## config.mk

```make
export PLATFORM = sky130hd
export DESIGN_NAME = branch_predictor
export DESIGN_NICKNAME = d
export VERILOG_FILES = /design/src/rtl/bp_pkg.sv /design/src/rtl/sat_cnt2.sv /design/src/rtl/branch_predictor.sv
export SDC_FILE = /design/constraint.sdc
export NUM_CORES = 1
export LEC_CHECK = 0
export ABC_AREA = 1
export CAP_MARGIN = 5
export CORE_ASPECT_RATIO = 0.8
export CORE_MARGIN = 8
export CORE_UTILIZATION = 40
export DETAILED_ROUTE_END_ITERATION = 8
export PLACE_DENSITY = 0.56
export SLEW_MARGIN = 15
export SYNTH_ARGS = -nofsm -noshare
export SYNTH_HDL_FRONTEND = slang
export SYNTH_SLANG_ARGS = --single-unit
export TNS_END_PERCENT = 5
```

## constraint.sdc

```tcl
create_clock -name clk -period 6.15 [get_ports clk]
set_input_delay 1.5375 -clock clk [delete_from_list [all_inputs] [get_ports clk]]
set_output_delay 1.5375 -clock clk [all_outputs]
set_load 0.005 [all_outputs]
```

## src/rtl/bp_pkg.sv

```systemverilog
// Shared encodings for the branch direction predictor: 2-bit counter states
// and the conditional-branch opcode.
package bp_pkg;

    typedef logic [1:0] ctr_t;

    localparam ctr_t SNT         = 2'b00;
    localparam ctr_t WNT         = 2'b01;
    localparam ctr_t WT          = 2'b10;
    localparam ctr_t ST          = 2'b11;
    localparam ctr_t RESET_STATE = WNT;

    localparam logic [6:0] BRANCH_OPCODE = 7'b1100011;

    // The MSB of a 2-bit counter is the predicted direction.
    function automatic logic predOf(input ctr_t c);
        return c[1];
    endfunction

endpackage

```

## src/rtl/sat_cnt2.sv

```systemverilog
// Next-state function of one 2-bit saturating direction counter.
// Pure combinational; storage lives in the predictor table.
module sat_cnt2
    import bp_pkg::*;
(
    input  logic [1:0] cur,
    input  logic       taken,
    output logic [1:0] nxt
);

    always_comb begin
        nxt = cur;
        if (taken) begin
            if (cur != ST) nxt = cur + 2'd1;
        end else begin
            if (cur != SNT) nxt = cur - 2'd1;
        end
    end

endmodule

```

## src/rtl/branch_predictor.sv

```systemverilog
// Untagged bimodal branch direction predictor with a saturating mispredict counter.
// Define BP_BYPASS_EN to forward a same-cycle update to the fetch lookup.
module branch_predictor
    import bp_pkg::*;
#(
    parameter int unsigned IDX_BITS = 6,
    parameter int unsigned CNT_W    = 16
) (
    input  logic             clk,
    input  logic             rst,
    input  logic [31:0]      f_pc,
    input  logic             f_is_branch,
    output logic             f_pred_taken,
    input  logic             ex_valid,
    input  logic [31:0]      ex_pc,
    input  logic             ex_taken,
    input  logic             ex_pred_taken,
    output logic             ex_mispredict,
    output logic [CNT_W-1:0] mispredict_cnt
);

    localparam int unsigned ENTRIES = 1 << IDX_BITS;

    ctr_t                tbl [ENTRIES];
    logic [IDX_BITS-1:0] fIdx;
    logic [IDX_BITS-1:0] exIdx;
    ctr_t                exCur;
    ctr_t                exNext;
    ctr_t                fEntry;
    logic                unusedPcBits;

    // PCs are word-aligned, so bits [1:0] never select an entry.
    assign fIdx  = f_pc[IDX_BITS+1:2];
    assign exIdx = ex_pc[IDX_BITS+1:2];
    assign unusedPcBits = ^{f_pc[31:IDX_BITS+2], f_pc[1:0],
                            ex_pc[31:IDX_BITS+2], ex_pc[1:0]};

    assign exCur = tbl[exIdx];

    sat_cnt2 u_satCnt (
        .cur   (exCur),
        .taken (ex_taken),
        .nxt   (exNext)
    );

    always_comb begin
        fEntry = tbl[fIdx];
`ifdef BP_BYPASS_EN
        // Reset wins over forwarding so the lookup stays not-taken while rst is held.
        if (ex_valid && !rst && (exIdx == fIdx)) fEntry = exNext;
`endif
    end

    assign f_pred_taken  = f_is_branch & predOf(fEntry);
    assign ex_mispredict = ex_valid & (ex_taken != ex_pred_taken);

    always_ff @(posedge clk or posedge rst) begin
        if (rst) begin
            for (int i = 0; i < int'(ENTRIES); i++) tbl[i] <= RESET_STATE;
        end else if (ex_valid) begin
            tbl[exIdx] <= exNext;
        end
    end

    always_ff @(posedge clk or posedge rst) begin
        if (rst) begin
            mispredict_cnt <= '0;
        end else if (ex_mispredict && (mispredict_cnt != {CNT_W{1'b1}})) begin
            mispredict_cnt <= mispredict_cnt + 1'b1;
        end
    end

endmodule

```

Yosys cells after proc, flatten, opt, wreduce, memory -nomap -nowiden:

Index checks and enable logic that the tools add are counted.

* bitwise logic cells: 4
* reduce and logical (&&, ||, !) cells: 3
* add/sub/neg operators: 3
* order comparisons: 3
* eq/ne operators: 3
* multiplexer cells: 12

Operators with widths (count)
* 128-bit bitwise mux: 1
* 2-bit binary-select mux with 6-bit select: 2
* 16-bit by 1-bit adder with 16-bit output, second input constant: 1
* 2-bit two-way mux: 8
* 16-bit inequality test, second input constant: 1
* 7-bit >= comparator, second input constant: 2
* 6-bit inverter with 7-bit output: 2
* 2-bit demux with 6-bit select: 1
* 7-bit by 1-bit less-than comparator with 1-bit output, second input constant: 1
* 2-bit by 1-bit adder with 2-bit output, second input constant: 1
* 1-bit bitwise AND: 2
* 1-bit logical AND: 2
* 2-bit inequality test, second input constant: 1
* 2-bit nonzero test: 1
* 2-bit by 1-bit subtractor with 2-bit output, second input constant: 1
* 1-bit inequality test: 1

* input port bits: 70
* logic and storage cells: 93
* register bits: 144

Depth between registers and ports, before layout:

Gate-level depths: netlist of the first run.

* word-level depth: 8
* depth in mapped cells: 19
* mapped depth without buffers: 15

Modules after synthesis:

From an unflattened synthesis of the first run, not the netlist that was laid out.

* cells, all modules: 1031
* area total of the unflattened synthesis: 7659.8 sq um

Modules (own cells, without submodules)
* branch_predictor: sequential area each 3683.5 sq um, cells an instance 1025, area each 7634.8 sq um, times used 1
* sat_cnt2: sequential area each 0.0 sq um, cells an instance 6, area each 25.0 sq um, times used 1

Worst setup path before layout of the first run:

Ideal clock, no wire load.

* path kind: input to output
* start point: input port f_pc[2]
* end point: output port f_pred_taken
* data arrival time: 2.731 ns
* stages on the path: 10
* path buffers: 2
* slack: 1.881 ns
* data required time: 4.612 ns
* cell sequence: clkbuf_1 inv_1 clkbuf_1 o21ai_0 a21oi_1 o21ai_0 nand3_1 nand3_1 nand3_1 a21boi_0

* word-level cells in the longest chain between the ends: 5

Ends and longest elaborated chain
* start, declared: line branch_predictor.sv:11 `input logic [31:0] f_pc,`
* 6-bit inverter with 7-bit output (not written as such): line branch_predictor.sv:47 `fEntry = tbl[fIdx];`
* 2-bit binary-select mux with 6-bit select: line branch_predictor.sv:47
* 2-bit two-way mux (not written as such) (2 in a row): line branch_predictor.sv:47
* 1-bit bitwise AND: line branch_predictor.sv:54 `assign f_pred_taken = f_is_branch & predOf(fEntry);`
* end, declared: line branch_predictor.sv:13 `output logic f_pred_taken,`

Every way passes these cells. The select of a mux whose other input is x is not followed.

Worst setup path after layout of the first run:

* start point: input port f_pc[3]
* end point: output port f_pred_taken

Same word-level chain as after synthesis.

==> key figures, run 1 <==
Synth
  – Yosys top cell by area: nand2_1
  – Post-synthesis simple-gate area fraction: 0.416
  – Count leader, synth: nand2_1
  – Primary FF master, synth: dfrtp_1
  – Cells after synthesis: 1323
  – Synth cell types: 29
  – Post-synthesis compound-gate area fraction: 0.0451
  – Leading cell types by count after synthesis: 587 x nand2_1, 156 x nand3_1, 137 x inv_1
  – Syn Area/Cell: 6.56 um2
  – FF+latch count, synth: 144
  – Synth area leaders: nand2_1 25%, dfrtp_1 23%, dfstp_2 19%
  – Mapped cell area: 0.00868 mm2
  – XOR/XNOR Fraction of Synth Area: 0.0151
  – Share of the synthesized area in the top cell type: 0.254
  – Synth warnings: 0
  – Post-Syn Nets: 1394
  – Multiplexer area fraction after synthesis: 0
  – Sequential area share after synthesis: 0.424
  – Post-synth ARST share: 1.00
  – Synthesized-area fraction occupied by adder cells: 0.00144
  – Largest family of logic cells by synthesized area: simple AND/OR/NAND/NOR gates
  – EDFF count, synth: 0

STA
  – RSZ-0062 raised after global routing: false
  – Worst slew margin: 0.323
  – Setup TNS: 0 ps
  – Fin Hold WS: 464 ps
  – Slew @ Worst Pin: 1010 ps
  – Worst clock skew: 11.5 ps
  – # setup viols final: 0
  – Share of the cycle needed by the critical path after routing: 0.919
  – Final Hold Viols: 0
  – FMAX: 177 MHz
  – Max Slew Vio Count: 0
  – Minimum clock period: 5650 ps

Floorplan
  – Die area: 0.0267 mm2
  – Row cnt: 48
  – Die Wd: 181 um
  – Starting density of the core: 0.405
  – I/O Pins: 88
  – Die Y: 148 um
  – Core area: 0.0214 mm2

Worst setup path
  – R2R Setup Slk: 3930 ps
  – Crit start category: input port
  – CP arrival: 4110 ps
  – R2r worst-path depth: 11
  – Crit path max-delay cell type: inv_1
  – Reg-to-Reg Start: tbl[65]
  – Worst Setup Path Type: in2out
  – Critical Path, Cell by Cell: clkdlybuf4s50_1 -> inv_1 -> o21ai_0 -> o221ai_1 -> nand3_1 -> nand3_1 -> nand3_1 -> a21boi_0 -> clkdlybuf4s50_1
  – Capturing point of the worst reg2reg path: tbl[102]
  – Most frequent CP cell: nand3_1
  – Crit path required time: 4610 ps
  – Largest fanout on the critical path: 20
  – Max incr delay on CP: 610 ps
  – Critical path capture point type: output pin

Route
  – Routed WL per cell: 17.1 um
  – # DRC: 0
  – Highest routed layer: met4
  – Metal-1 WL: 13.7 mm
  – Met2 Routed Length: 11.7 mm
  – Vias: 8306
  – Met3 wire length: 1.80 mm
  – DRT iter0 DRCs: 963
  – Drt total wl: 27.8 mm
  – Vias per Instance: 5.10
  – Pre-antenna DRT Iters: 5
  – Antenna-violating nets left: 0

Clock tree
  – Clk Latency, worst-skew pair: 450 ps
  – CTS clk-pin slew, worst paths: 60 ps
  – CTS resizes: 0
  – # clock sinks: 144
  – TritonCTS buffer count: 17
  – Root buf cell: clkbuf_16
  – H-tree lvl count: 4
  – Hold-fix buffers, CTS: 0
  – Post-CTS Setup Repair Bufs: 0
  – CTS tree: yes
  – Maximum clock path buffer count: 2

Final layout
  – Util after Layout: 0.460
  – Share of cells above drive strength 1: 0.0939
  – Syn-to-layout area delta: 13.5%
  – Final nets: 1411
  – # diodes: 0

Placement
  – Hpwl dp: 17.9 mm
  – Gpl congestion: 0.917
  – Port-buffer cells: 35

GRT
  – Largest net degree at the start of global routing: 88
  – Grt ovf: 0
  – First-pass GRT wire length: 44.3 mm
  – Initial antenna violation count: 0
  – Total Routing Usage GR: 0.212
  – Vias in the first global route: 7743

Power
  – Worst vdd rail ir drop: 0.000188 V
  – Power Total: 0.00281 W
  – PwrDens: 285 mW/mm2
  – P_leak: 4.89 nW

Job
  – # Max-Cap Violations: 0

Min path
  – Hold Path End: tbl[24]
  – Hold WC Path Type: reg2reg
  – Cell count of the worst hold path: 2
  – Hold_sp: tbl[24]

Status
  – Status: finished clean
-- cell type report --
type / count / area (um2)
Inverter: 141 / 534
Sequential cell: 144 / 3680
Multi-Input combinational cell: 978 / 4150
Fill cell: 2231 / 11600
Timing Repair Buffer: 58 / 531
Clock buffer: 19 / 433
Clock inverter: 13 / 186
Tap cell: 275 / 344
-- worst max path at each step --
stage	slack [ps]	endpoint	cells after the start	start
CTS	540	f_pred_taken	9	f_pc[3]
global route	300	f_pred_taken	11	f_pc[2]
floorplan	850	mispredict_cnt[0]	1	rst
finish	500	f_pred_taken	9	f_pc[3]
global placement	550	f_pred_taken	11	f_pc[2]
detailed placement	560	f_pred_taken	11	f_pc[2]
-- layer usage --
| layer | global-route usage | vias to the layer above |
|---|---|---|
| met4 | 0.0738 | 0 |
| li1 | - | 4118 |
| met3 | 0.0449 | 49 |
| met1 | 0.309 | 3854 |
| met5 | 0 | - |
| met2 | 0.304 | 285 |
-- worst max-delay path, delay by kind of cell --
| family | cells | cell delay (ps) |
|---|---|---|
| buffers and inverters | 3 | 1580 |
| AOI/OAI and AO/OA | 3 | 640 |
| and+or+nand+nor | 3 | 350 |
-- stage by stage --
stage | cell area, um2 | setup WS (ps) | instances
finish | 9860 | 498 | 1628
CTS | 9860 | 544 | 1628
detailed placement | 9240 | 562 | 1596
global placement | 9240 | 553 | 1596
floorplan | 8680 | 852 | 1323
global route | 9860 | 302 | 1628
-- power breakdown --
group / internal [W] / switching, W / leakage (nW)
Combinational: 0.000179 / 0.000335 / 2.85
Sequential: 0.00110 / 0.0000787 / 1.74
Clock: 0.000679 / 0.000439 / 0.290
Total: 0.00196 / 0.000853 / 4.89
-- flip-flops by register name, summed over array words and instances (netlist names) --
register	count
mispredict_cnt	16
tbl	128
-- logic make-up (layout without fill, tap and decap cells) --
family | count (synthesis) | after routing
compound gates | 70 | 70
xor+xnor | 15 | 15
fa+ha+maj | 1 | 1
buf+inv | 201 | 231
flops | 144 | 144
simple gates | 892 | 892
-- cells in the final DEF, fill, tap and decap left out, drive strengths merged, types with 9 or more instances in the layout --
cell           instances
nand2                591
nand3                156
inv                  143
nor2                 110
dfrtp                 80
dfstp                 64
o21ai                 42
clkdlybuf4s50         34
nor3                  27
buf                   24
clkbuf                19
a21oi                 13
o211ai                11
xor2                   9
Note: power is estimated with default switching activity, not from simulation.
==> run 2, diff against run 1 <==
CORE_UTILIZATION = 34   (was 40)
PLACE_DENSITY = 0.48   (was 0.56)
==> run 2 against run 1 <==
Against the previous run:
- total power decreased by 0.40%
- cell area increased by 0.74%
- clock skew decreased by 0.89 ps
- critical path type unchanged
- largest cell class unchanged
- highest routed layer unchanged
==> key figures, run 2 (synthesis results as in run 1) <==
Floorplan
  – Starting density of the core: 0.345 (-0.0601)
  – I/O Pins: 88 (unchanged)
  – Die Y: 159 um (+7.5%)
  – Die Wd: 195 um (+7.7%)
  – Die area: 0.0309 mm2 (+16%)
  – Row cnt: 52 (+8.3%)
  – Core area: 0.0252 mm2 (+17%)

GRT
  – Initial antenna violation count: 0 (unchanged)
  – Largest net degree at the start of global routing: 80 (-9.1%)
  – Vias in the first global route: 7847 (+1.3%)
  – First-pass GRT wire length: 46.3 mm (+4.6%)
  – Total Routing Usage GR: 0.192 (-0.0199)
  – Grt ovf: 0 (unchanged)

Final layout
  – Share of cells above drive strength 1: 0.0933 (-0.000532)
  – Filler cells: 2659 (+19%)
  – Highest-count cells in the layout ignoring fill and taps: 587 x nand2_1, 156 x nand3_1, 136 x inv_1
  – Top Registers: tbl: 128 flops, mispredict_cnt: 16 flops
  – Final nets: 1408 (-0.21%)
  – Leading cell type in the layout, fill and taps excluded: nand2_1
  – # diodes: 0 (unchanged)
  – Syn-to-layout area delta: 14.4%
  – Max reg flops: 128 (unchanged)
  – Reg with most FFs: tbl

Route
  – # DRC: 0 (unchanged)
  – Antenna-violating nets left: 0 (unchanged)
  – Drt total wl: 29.3 mm (+5.5%)
  – Pre-antenna DRT Iters: 5 (unchanged)
  – DRT iter0 DRCs: 683 (-29%)
  – Vias: 8303 (-0.036%)
  – Vias per Instance: 4.96 (-2.8%)
  – Routed WL per cell: 17.5 um (+2.6%)

Clock tree
  – Hold-fix buffers, CTS: 0 (unchanged)
  – CTS tree: yes
  – Maximum clock path buffer count: 2 (unchanged)
  – CTS resizes: 0 (unchanged)
  – # clock sinks: 144 (unchanged)
  – CTS clk-pin slew, worst paths: 60 ps (about the same)
  – Clk Latency, worst-skew pair: 430 ps (-20 ps)
  – Post-CTS Setup Repair Bufs: 0 (unchanged)
  – TritonCTS buffer count: 17 (unchanged)
  – H-tree lvl count: 4 (unchanged)
  – Root buf cell: clkbuf_16

Power
  – Worst vdd rail ir drop: 0.000208 V (+11%)
  – Switching Fraction: 0.307 (+0.00350)
  – Flop pwr share: 0.421 (+0.002)
  – Sw Pwr: 0.000859 W (+0.75%)
  – PwrDens: 282 mW/mm2 (-1.1%)
  – P_leak: 4.89 nW (+0.14%)
  – Clock share of power: 0.392 (-0.006)
  – Int Pwr: 0.00194 W (-0.90%)
  – Power Total: 0.00280 W (-0.40%)
  – Combinational share of power: 0.187 (+0.004)

STA
  – Slew @ Worst Pin: 977 ps (-36.7 ps)
  – Final Hold Viols: 0 (unchanged)
  – Worst clock skew: 10.6 ps (-0.894 ps)
  – Worst slew margin: 0.349 (+0.0255)
  – # setup viols final: 0 (unchanged)
  – Share of the cycle needed by the critical path after routing: 0.889 (-0.0304)
  – Max Slew Vio Count: 0 (unchanged)
  – Fin Hold WS: 463 ps (-1.28 ps)
  – FMAX: 183 MHz (+3.4%)
  – RSZ-0062 raised after global routing: false
  – Minimum clock period: 5460 ps (-187 ps)
  – Setup TNS: 0 ps (unchanged)

Min path
  – Hold WC Path Type: reg2reg
  – Cell count of the worst hold path: 2 (unchanged)
  – Hold_sp: tbl[120]
  – Hold Path End: tbl[120]

Worst setup path
  – CP arrival: 3930 ps (-180 ps)
  – Max incr delay on CP: 540 ps (-70 ps)
  – Critical Path, Cell by Cell: clkdlybuf4s50_1 -> inv_1 -> buf_4 -> o21ai_0 -> a21oi_1 -> o21ai_0 -> nand3_1 -> nand3_1 -> nand3_1 -> a21boi_0 -> clkdlybuf4s50_1
  – R2r worst-path depth: 14 (+3)
  – Crit path required time: 4610 ps (about the same)
  – Worst Setup Path Type: in2out
  – Capturing point of the worst reg2reg path: tbl[108]
  – Most frequent CP cell: nand3_1
  – Crit path from: f_pc[2]
  – Crit path max-delay cell type: clkdlybuf4s50_1
  – Critical path capture point type: output pin
  – Crit start category: input port
  – Largest fanout on the critical path: 27 (+35%)
  – R2R Setup Slk: 3700 ps (-230 ps)
  – Reg-to-Reg Start: tbl[52]

Placement
  – Gpl congestion: 0.856 (-6.6%)
  – Port-buffer cells: 35 (unchanged)
  – Hpwl dp: 19.0 mm (+5.8%)

Status
  – Status: finished clean

Job
  – # Max-Cap Violations: 0 (unchanged)
run 2: cell types whose count changed in the layout (fill, tap and decap cells not counted), sizes merged:
| cell | change |
|---|---|
| bufinv | -1 |
| clkinv | +4 |
| clkinvlp | -1 |
| buf | -3 |
| inv | -2 |
run 2: routing by layer:
metal | track usage | share of wire | wire length (um) | up-vias
li1 | - | - | - | 4117
met2 | 0.294 | 0.44 | 13000 | 220
met5 | 0 | 0 | 0 | -
met3 | 0.0342 | 0.053 | 1550 | 25
met4 | 0.0572 | 0.014 | 404 | 0
met1 | 0.272 | 0.49 | 14400 | 3941
run 2: per-stage QoR:
stage | area [um2] | setup slack (ps) | std cells | utilization
6_report | 9930 | 685 | 1674 | 0.394
5_1_grt | 9930 | 500 | 1674 | 0.394
3_3_place_gp | 9310 | 642 | 1642 | 0.370
3_5_place_dp | 9310 | 679 | 1642 | 0.370
2_1_floorplan | 8680 | 852 | 1323 | -
4_1_cts | 9930 | 672 | 1674 | 0.394
run 2: power by group through the flow:
| stage | logic (W) | registers (W) | clock network [W] |
|---|---|---|---|
| 2_1_floorplan | 0.000330 | 0.00117 | 0 |
| 3_3_place_gp | 0.000524 | 0.00119 | 0 |
| 3_5_place_dp | 0.000528 | 0.00119 | 0 |
| 4_1_cts | 0.000530 | 0.00118 | 0.00112 |
| 5_1_grt | 0.000587 | 0.00119 | 0.00116 |
| 6_report | 0.000524 | 0.00118 | 0.00110 |
run 2: critical path, delay by kind of cell:
kind / cells / cell delay (ps)
and+or+nand+nor: 3 / 380
buffers and inverters: 4 / 1380
AOI/OAI and AO/OA: 4 / 620
run 2: final cells by class:
cell class / instances / area (um2) / share of cell area
Clock buffer: 19 / 453 / 0.0456
Clock inverter: 13 / 163 / 0.0164
Inverter: 141 / 534 / 0.0538
Multi-Input combinational cell: 978 / 4150 / 0.417
Sequential cell: 144 / 3680 / 0.371
Tap cell: 324 / 405 / 0.0408
Timing Repair Buffer: 55 / 546 / 0.0549
run 2: worst max-delay path by stage:
| stage | cells after the start | end |
|---|---|---|
| global placement | 11 | f_pred_taken |
| global route | 11 | f_pred_taken |
| detailed placement | 11 | f_pred_taken |
| finish | 11 | f_pred_taken |
| CTS | 11 | f_pred_taken |
| floorplan | 1 | mispredict_cnt[0] |
==> run 3, diff against run 2 <==
HOLD_SLACK_MARGIN = 0.03   (was unset)
SETUP_SLACK_MARGIN = 0.2   (was unset)
==> results of run 3 <==
No change in the layout: final DEF, timing and power equal those of run 2.
